<file path="src/rtl/rf_sched_pkg.sv">
// Shared types and default sizing for the register-file port scheduler.
package rf_sched_pkg;

    localparam int unsigned DATA_WIDTH_DEF   = 32;
    localparam int unsigned ADDR_WIDTH_DEF   = 5;
    localparam int unsigned NUM_WR_DEF       = 2;
    localparam int unsigned MAX_WR_BURST_DEF = 4;
    localparam int unsigned BURST_W_DEF      = $clog2(MAX_WR_BURST_DEF + 1);

    typedef enum logic [2:0] {
        IDLE  = 3'd0,
        WR    = 3'd1,
        RD    = 3'd2,
        RDW   = 3'd3,
        RDONE = 3'd4
    } state_t;

    // Counter width able to hold 0..max_burst inclusive.
    function automatic int unsigned burst_width(input int unsigned max_burst);
        return $clog2(max_burst + 1);
    endfunction

endpackage

</file>
<file path="src/rtl/rr_arbiter.sv">
// Round-robin arbiter: grants the first requester after ptr (wrapping), one-hot plus index.
module rr_arbiter #(
    parameter int unsigned N     = 2,
    parameter int unsigned IDX_W = $clog2(N)
) (
    input  logic [N-1:0]     req,
    input  logic [IDX_W-1:0] ptr,
    output logic [N-1:0]     gnt,
    output logic [IDX_W-1:0] gnt_idx
);

    logic             found;
    logic [IDX_W-1:0] cand;

    // Scan ptr+1, ptr+2, ..., ptr (mod N); the last-granted requester has lowest priority.
    always_comb begin
        gnt     = '0;
        gnt_idx = '0;
        found   = 1'b0;
        cand    = '0;
        for (int unsigned i = 1; i <= N; i++) begin
            cand = IDX_W'((32'(ptr) + i) % N);
            if (!found && req[cand]) begin
                found       = 1'b1;
                gnt[cand]   = 1'b1;
                gnt_idx     = cand;
            end
        end
    end

endmodule

</file>
<file path="src/rtl/rf_port_scheduler.sv">
// Serialises NUM_WR write-back requesters and one read requester onto a single
// register-file port; one operation in flight at a time, completed in grant order.
module rf_port_scheduler
    import rf_sched_pkg::*;
#(
    parameter int unsigned DATA_WIDTH   = DATA_WIDTH_DEF,
    parameter int unsigned ADDR_WIDTH   = ADDR_WIDTH_DEF,
    parameter int unsigned NUM_WR       = NUM_WR_DEF,
    parameter int unsigned MAX_WR_BURST = MAX_WR_BURST_DEF,
    parameter bit          ZERO_REG_RO  = 1'b1
) (
    input  logic                           clk,
    input  logic                           rst,
    input  logic [NUM_WR-1:0]              wr_valid,
    output logic [NUM_WR-1:0]              wr_ready,
    input  logic [NUM_WR*ADDR_WIDTH-1:0]   wr_addr,
    input  logic [NUM_WR*DATA_WIDTH-1:0]   wr_data,
    input  logic                           rd_valid,
    output logic                           rd_ready,
    input  logic [ADDR_WIDTH-1:0]          rd_addr1,
    input  logic [ADDR_WIDTH-1:0]          rd_addr2,
    output logic                           rd_done,
    output logic [DATA_WIDTH-1:0]          rd_data1,
    output logic [DATA_WIDTH-1:0]          rd_data2,
    output logic                           rf_read,
    output logic                           rf_write,
    output logic [ADDR_WIDTH-1:0]          rf_addr_r1,
    output logic [ADDR_WIDTH-1:0]          rf_addr_r2,
    output logic [ADDR_WIDTH-1:0]          rf_addr_w,
    output logic [DATA_WIDTH-1:0]          rf_data_w,
    input  logic [DATA_WIDTH-1:0]          rf_data_r1,
    input  logic [DATA_WIDTH-1:0]          rf_data_r2
);

    localparam int unsigned IDX_W   = $clog2(NUM_WR);
    localparam int unsigned BURST_W = burst_width(MAX_WR_BURST);

    state_t                state_q, state_d;
    logic [IDX_W-1:0]      ptr_q;
    logic [BURST_W-1:0]    burst_q;
    logic [NUM_WR-1:0]     arb_gnt;
    logic [IDX_W-1:0]      arb_idx;
    logic [ADDR_WIDTH-1:0] sel_addr;
    logic [DATA_WIDTH-1:0] sel_data;
    logic                  burst_full;
    logic                  wr_accept;
    logic                  rd_accept;

    rr_arbiter #(
        .N     (NUM_WR),
        .IDX_W (IDX_W)
    ) u_arb (
        .req     (wr_valid),
        .ptr     (ptr_q),
        .gnt     (arb_gnt),
        .gnt_idx (arb_idx)
    );

    // Payload of the requester the arbiter currently favours.
    always_comb begin
        sel_addr = '0;
        sel_data = '0;
        for (int unsigned i = 0; i < NUM_WR; i++) begin
            if (arb_idx == IDX_W'(i)) begin
                sel_addr = wr_addr[i*ADDR_WIDTH +: ADDR_WIDTH];
                sel_data = wr_data[i*DATA_WIDTH +: DATA_WIDTH];
            end
        end
    end

    assign burst_full = (burst_q == BURST_W'(MAX_WR_BURST));
    assign wr_accept  = |wr_ready;
    assign rd_accept  = rd_ready;

    // Next state and the IDLE-only grant; readiness always implies a valid request.
    always_comb begin
        state_d  = state_q;
        wr_ready = '0;
        rd_ready = 1'b0;
        case (state_q)
            IDLE: begin
                if (rd_valid && (!(|wr_valid) || burst_full)) begin
                    rd_ready = 1'b1;
                    state_d  = RD;
                end else if (|wr_valid) begin
                    wr_ready = arb_gnt;
                    state_d  = WR;
                end
            end
            WR:      state_d = IDLE;
            RD:      state_d = RDW;
            RDW:     state_d = RDONE;
            RDONE:   state_d = IDLE;
            default: state_d = IDLE;
        endcase
    end

    always_ff @(posedge clk) begin
        if (rst) begin
            state_q <= IDLE;
        end else begin
            state_q <= state_d;
        end
    end

    // Write-side capture, round-robin pointer and read-starvation burst counter.
    always_ff @(posedge clk) begin
        if (rst) begin
            ptr_q     <= IDX_W'(NUM_WR - 1);
            burst_q   <= '0;
            rf_write  <= 1'b0;
            rf_addr_w <= '0;
            rf_data_w <= '0;
        end else begin
            rf_write <= 1'b0;
            if (wr_accept) begin
                rf_addr_w <= sel_addr;
                rf_data_w <= sel_data;
                rf_write  <= !(ZERO_REG_RO && (sel_addr == '0));
                ptr_q     <= arb_idx;
                if (!rd_valid) begin
                    burst_q <= '0;
                end else if (!burst_full) begin
                    burst_q <= burst_q + BURST_W'(1);
                end
            end else if (rd_accept) begin
                burst_q <= '0;
            end
        end
    end

    // Read-side capture: strobe in RD, sample RF outputs in RDW, announce in RDONE.
    always_ff @(posedge clk) begin
        if (rst) begin
            rf_read    <= 1'b0;
            rf_addr_r1 <= '0;
            rf_addr_r2 <= '0;
            rd_done    <= 1'b0;
            rd_data1   <= '0;
            rd_data2   <= '0;
        end else begin
            rf_read <= rd_accept;
            rd_done <= (state_q == RDW);
            if (rd_accept) begin
                rf_addr_r1 <= rd_addr1;
                rf_addr_r2 <= rd_addr2;
            end
            if (state_q == RDW) begin
                rd_data1 <= rf_data_r1;
                rd_data2 <= rf_data_r2;
            end
        end
    end

endmodule

</file>
<file path="config.mk">
export PLATFORM = sky130hd
export DESIGN_NAME = rf_port_scheduler
export DESIGN_NICKNAME = d
export VERILOG_FILES = /design/src/rtl/rf_sched_pkg.sv /design/src/rtl/rr_arbiter.sv /design/src/rtl/rf_port_scheduler.sv
export SDC_FILE = /design/constraint.sdc
export NUM_CORES = 1
export LEC_CHECK = 0
export ABC_AREA = 0
export BUFFER_PORTS_ARGS = -buffer_cell sky130_fd_sc_hd__buf_2
export CORE_AREA = 5 5 115 117
export CTS_CLUSTER_DIAMETER = 100
export DETAILED_ROUTE_END_ITERATION = 16
export DIE_AREA = 0 0 120 122
export PLACE_DENSITY = 0.73
export REMOVE_ABC_BUFFERS = 1
export SETUP_SLACK_MARGIN = 0.02
export SYNTH_ARGS = -nofsm -noshare
export SYNTH_HDL_FRONTEND = slang
export SYNTH_HIERARCHICAL = 1
export SYNTH_SLANG_ARGS = --single-unit
</file>
<file path="constraint.sdc">
create_clock -name clk -period 2.5 [get_ports clk]
set_input_delay 0 -clock clk [delete_from_list [all_inputs] [get_ports clk]]
set_output_delay 0 -clock clk [all_outputs]
set_load 0.01 [all_outputs]
</file>
* Yosys cells after proc, flatten, opt, wreduce, memory -nomap -nowiden
Cells that the tools add are included.
Widths: inputs -> output; s select.
** Storage, ports and cells
- Bits in registers :: 121
- Latch bits :: 0
- RAM bits :: 0
- ROM bits :: 0
- Input port bits :: 153
- Output and inout port bits :: 117
- Logic and storage cells :: 68
- Memories :: 0
** Cells by class
- Add/sub/neg operators :: 3
- Multiply operators :: 0
- Divide/modulo/power cells :: 0
- $lt $le $gt $ge :: 4
- Equal/unequal tests :: 5
- Shifts and indexed selects :: 0
- Multiplexer cells :: 27
- Bitwise logic cells :: 2
- Reductions and logical operators :: 15
** Operator list (number)
- $mux 32 :: 1
- $mux 3 :: 6
- $mux 1 :: 11
- $mux 2 :: 5
- $pmux 3 s3 :: 1
- $eq 3x2->1 const B :: 2
- $ne 3x3->1 const B :: 2
- $reduce_or 2->1 :: 3
- $logic_not 5->1 :: 1
- $mux 5 :: 1
- $logic_and 1x1->1 :: 4
- $lt 1x2->1 const B :: 2
- $add 3x1->3 const B :: 1
- $eq 3x3->1 const B :: 1
- $logic_not 1->1 :: 3
- $logic_not 3->1 :: 1
- $add 1x1->1 const B :: 2
- $demux 1 s1 :: 2
- $ge 1x1->1 const B :: 2
- $or 2x2->2 :: 1
- $reduce_and 2->1 :: 1
- $reduce_bool 2->1 :: 1
- $logic_or 1x1->1 :: 1
- $not 1->1 :: 1

* Longest topological paths before layout
- Depth after elaboration :: 14
- Depth in mapped cells :: 7
- Gate-level depth less buffers :: 6

* By module
Netlist, hierarchy kept.
** Modules (own cells, without submodules)
- rf_port_scheduler :: instances 1, cells an instance 539, area an instance 4687.0 um^2, sequential area each 2422.3 um^2
- rr_arbiter :: instances 1, cells an instance 4, area an instance 26.3 um^2, sequential area each 0.0 um^2

* Worst setup path before layout
Ideal clock, no wire load.
- Path type :: register -> register
- From :: register burst_q[0]
- To :: register burst_q[1]
- Setup time :: 0.101 ns
- Arrival time :: 1.681 ns
- Required time :: 2.399 ns
- Slack :: 0.718 ns
- Cell stages (with the launch flop) :: 7
- Buffers on the path :: 0
- Clock period less this slack :: 1.782 ns
- Path through :: dfxtp_1 -> inv_1 -> ha_1 -> o2bb2ai_1 -> a211o_1 -> or4_1 -> o41ai_1
** Between the ends
- Cells in the longest elaborated chain, start to end :: 8
- Elaborated cells on any way between the ends :: 15
- Classes of those cells :: 1 x add/sub; 2 x eq/ne; 7 x mux; 5 x reduce/logical
** RTL lines
- from (decl) :: RTL line rf_port_scheduler.sv:40 : logic [BURST_W-1:0] burst_q;
- from (signal assigned) :: RTL line rf_port_scheduler.sv:124 : burst_q <= burst_q + BURST_W'(1);
- $eq 3x3->1 :: RTL line rf_port_scheduler.sv:71 : assign burst_full = (burst_q == BURST_W'(MAX_WR_BURST));
- $logic_or 1x1->1 :: RTL line rf_port_scheduler.sv:82 : if (rd_valid && (!(|wr_valid) || burst_full)) begin
- $logic_and 1x1->1 :: RTL line rf_port_scheduler.sv:82
- $mux 2 :: RTL line rf_port_scheduler.sv:82
- $mux 2 :: RTL line rf_port_scheduler.sv:80 : case (state_q)
- $reduce_or 2->1 :: RTL line rf_port_scheduler.sv:72 : assign wr_accept = |wr_ready;
- $ne 3x3->1 (no line) / $reduce_bool 2->1 (equally long branches)
- $reduce_and 2->1 (no line)
Parallel ways exist; a longest one is shown, timed or not. The select of a mux whose other input is x is not followed.
A chain may end at the register's enable or synchronous reset.

* Final worst setup path
- From :: register ptr_q
- To :: register rf_data_w[8]
** Between the ends
- Elaborated cells on any way between the ends :: 29
- Classes of those cells :: 2 x add/sub; 4 x order compare; 17 x mux; 1 x bitwise; 5 x reduce/logical
** RTL lines
- from (decl) :: RTL line rf_port_scheduler.sv:39 : logic [IDX_W-1:0] ptr_q;
- from (signal assigned) :: RTL line rf_port_scheduler.sv:109 : ptr_q <= IDX_W'(NUM_WR - 1);
- from (signal assigned) :: RTL line rf_port_scheduler.sv:120 : ptr_q <= arb_idx;
- $add 1x1->1 :: RTL line rr_arbiter.sv:22 : cand = IDX_W'((32'(ptr) + i) % N);
- $mux 1 (implied by the code) (2 in series) :: RTL line rr_arbiter.sv:23 : if (!found && req[cand]) begin
- $mux 1 :: RTL line rr_arbiter.sv:23
- $logic_not 1->1 :: RTL line rr_arbiter.sv:23
- $logic_and 1x1->1 :: RTL line rr_arbiter.sv:23
- $mux 1 * :: RTL line rr_arbiter.sv:23
- named net arb_idx :: RTL line rf_port_scheduler.sv:42 : logic [IDX_W-1:0] arb_idx;
- $mux 32 * :: RTL line rf_port_scheduler.sv:64 : if (arb_idx == IDX_W'(i)) begin
- to (signal assigned) :: RTL line rf_port_scheduler.sv:118 : rf_data_w <= sel_data;
- to (decl) :: RTL line rf_port_scheduler.sv:30 : output logic [DATA_WIDTH-1:0] rf_data_w,
Mark *: on every way through the listed nets, which the timed path passes. The rest lies on a longest branch. The select of a mux whose other input is x is not followed.

==> flow_summary.json <==
{
  "status": "complete, no violations",
  "met3_length_um": 1910,
  "wl_um": 18000,
  "hold_start": "wr_data[42]",
  "place_congestion": 0.796,
  "r2r-start": "ptr_q",
  "tightest_slew_ns": 0.930,
  "port_buffers": 269,
  "die_h_um": 122,
  "met2_length_um": 8470,
  "critPathSlowestCell": "dlygate4sd3_1",
  "synth_ff_type": "dfxtp_1",
  "finalInstanceArea_um2": 8160,
  "layout-drive-gt1-share": 0.331,
  "drcViolationCount": 0,
  "dp_cells": 927,
  "setup_violations": 0,
  "die_w_um": 120,
  "insertion_delay_ns": 0.40,
  "setup.worst_path.end_class": "flop",
  "p_sw_frac": 0.261,
  "ys_async_sr_fraction": 0,
  "vias_per_cell": 5.06,
  "cts_tree": "done",
  "drtIter0Drc": 418,
  "netlist_area_um2": 4710,
  "nNetsFinal": 1093,
  "synth_top_area_cell": "dfxtp_1",
  "yosysUniqueCellTypes": 34,
  "power.total_w": 0.00522,
  "grt_pass1_vias": 5669,
  "leakagePower_nw": 3.73,
  "slew_violations": 0,
  "cts.path.max_buffers": 2,
  "hold_violations": 0,
  "grt_overflow_total": 0,
  "finalCritPeriodShare": 0.940,
  "syn_avg_cell_area_um2": 8.68,
  "cts-root-buf": "clkbuf_16",
  "grtUsageTotal": 0.238,
  "switchingPower_w": 0.00136,
  "hold_buffers": 140,
  "yosys_warnings": 6,
  "wl_per_cell_um": 16.3,
  "grt_start_max_net_pins": 89,
  "clockPowerShare": 0.428,
  "cts_setup_buffers": 0,
  "place_area_um2": 6200,
  "htree_levels": 4,
  "fin_cells": 1102,
  "cap_violations": 0,
  "min_path_type": "primary input to flop",
  "worstSetupStartpoint": "ptr_q",
  "synth_commonest_cells": "131 x nand2_1, 121 x dfxtp_1, 104 x a21oi_1",
  "synthCells": 543,
  "combPwrFrac": 0.173,
  "intPower_w": 0.00386,
  "die-area_um2": 14600,
  "antenna_found_initial": 1,
  "ant_nets": 0,
  "grt_setup_unrepaired": "false",
  "synth_area_leaders": "dfxtp_1 51%, a21oi_1 11%, nand2_1 10%",
  "cts_sinks": 121,
  "skew_ns": 0.00910,
  "route.layer.met1.wl_um": 6880,
  "numCtsBuffers": 17,
  "fmax_mhz": 425,
  "ys_seq_area_frac": 0.514,
  "ys_ff_latch": 121,
  "synth_most_common_cell": "nand2_1",
  "fin_tns_setup_ns": 0,
  "route.top_layer_used": "met4",
  "area_delta_synth_final_pct": 73.2,
  "relSlewSlack": 0.380,
  "cp-start-kind": "flop",
  "synth_edf_count": 0,
  "irDropWorstVdd_mv": 0.351,
  "row_count": 41,
  "vias": 5581,
  "finalCriticalPeriod_ns": 2.35,
  "worstPathArrival_ns": 2.61,
  "crit_required_ns": 2.76,
  "cpPeakStageDelay_ns": 0.60,
  "cp_max_fo": 27,
  "crit_type": "flop to flop",
  "fp.coreArea_um2": 12300,
  "drt_first_pass_iters": 5,
  "grt_pass1_wl_um": 28100,
  "io_pins": 270,
  "yosysTopAreaCellShare": 0.514,
  "powerDensity_nw_per_um2": 639,
  "crit_chain": "a21boi_4 -> buf_12 -> mux2i_1 -> dlygate4sd3_1 -> a211oi_1",
  "initial_core_util": 0.384,
  "hpwl_um": 10200,
  "seqPwrFrac": 0.399,
  "cts_resized": 0,
  "clkTransAtPathRegs_ns": 0.06
}
[worst max-delay path, delay by kind of cell (launching register included)]
family | cells | cell delay [ns]
mux | 1 | 0.10
flops | 1 | 0.36
compound gates | 2 | 0.86
buf+inv | 2 | 0.88
[kinds of logic after synthesis]
logic type	synth area share
multiplexers	0.100
flip-flops	0.514
AO/OA/AOI/OAI	0.192
AND/OR/NAND/NOR	0.144
buffers and inverters	0.0441
adder cells (fa/ha/maj)	0.00531
[routing by layer]
metal  up-vias  global-route usage
met4         0               0.122
li1       2663                   -
met1      2539               0.264
met3        59              0.0947
met5         -                   0
met2       320               0.395
[cell usage in the layout, fill, tap and decap left out, drive strengths merged]
master and instances:
a211o 2, a211oi 37, a21boi 3, a21oi 104, a22oi 1, a31oi 1, and2 2, and3 1
buf 279, bufinv 1, clkbuf 20, clkinv 5, clkinvlp 6, dfxtp 121, diode 1, dlygate4sd3 142
ha 2, inv 5, mux2 1, mux2i 46, nand2 131, nand3 1, nand4 1, nor2 20
nor2b 2, nor3 6, nor4 1, o2111ai 1, o211ai 2, o2bb2ai 1, o41ai 2, or2 2
or3 1, or4 1
[path summary, 6_finish.rpt]
kind / end / slack, ns / cells after the start
min: rf_data_w[10] / 0.0009 / 3
max: rf_data_w[8] / 0.15 / 5
max reg2reg: rf_data_w[8] / 0.15 / 5
min reg2reg: rd_data2[6] / 0.45 / 2
[stage by stage]
step / worst slack, ns / hold slack [ns] / utilization
6_report: 0.149 / 0.000850 / 0.666
5_1_grt: 0.119 / 0.0125 / 0.666
4_1_cts: 0.379 / 0.0000482 / 0.664
3_5_place_dp: 0.552 / 0.236 / 0.506
3_3_place_gp: 0.617 / 0.230 / 0.506
2_1_floorplan: -2.72 / 0.0691 / -
[state kept, by name, summed over array words and instances (netlist names)]
| name | cells |
|---|---|
| rf_write | 1 |
| rd_done | 1 |
| rf_read | 1 |
| rd_data2 | 32 |
| rf_addr_r1 | 5 |
| ptr_q | 1 |
| rf_addr_w | 5 |
| state_q | 3 |
| burst_q | 3 |
| rf_addr_r2 | 5 |
| rd_data1 | 32 |
| rf_data_w | 32 |
[final cells by class]
| cell class | instances | area, um^2 |
|---|---|---|
| clock buffer | 20 | 437 |
| tap | 150 | 188 |
| inverter | 5 | 18.8 |
| sequential | 121 | 2420 |
| fill | 901 | 4100 |
| multi-input combinational | 372 | 2110 |
| clock inverter | 12 | 104 |
| timing repair buffer | 421 | 2880 |
| antenna | 1 | 2.50 |
[power by group through the flow]
stage          registers [W]  clock network, W  logic [W]
2_1_floorplan        0.00215                 0   0.000289
3_3_place_gp         0.00212                 0   0.000663
3_5_place_dp         0.00211                 0   0.000672
4_1_cts              0.00208           0.00227   0.000866
5_1_grt              0.00209           0.00237   0.000974
6_report             0.00208           0.00223   0.000901
(Power assumes the default switching activity.)
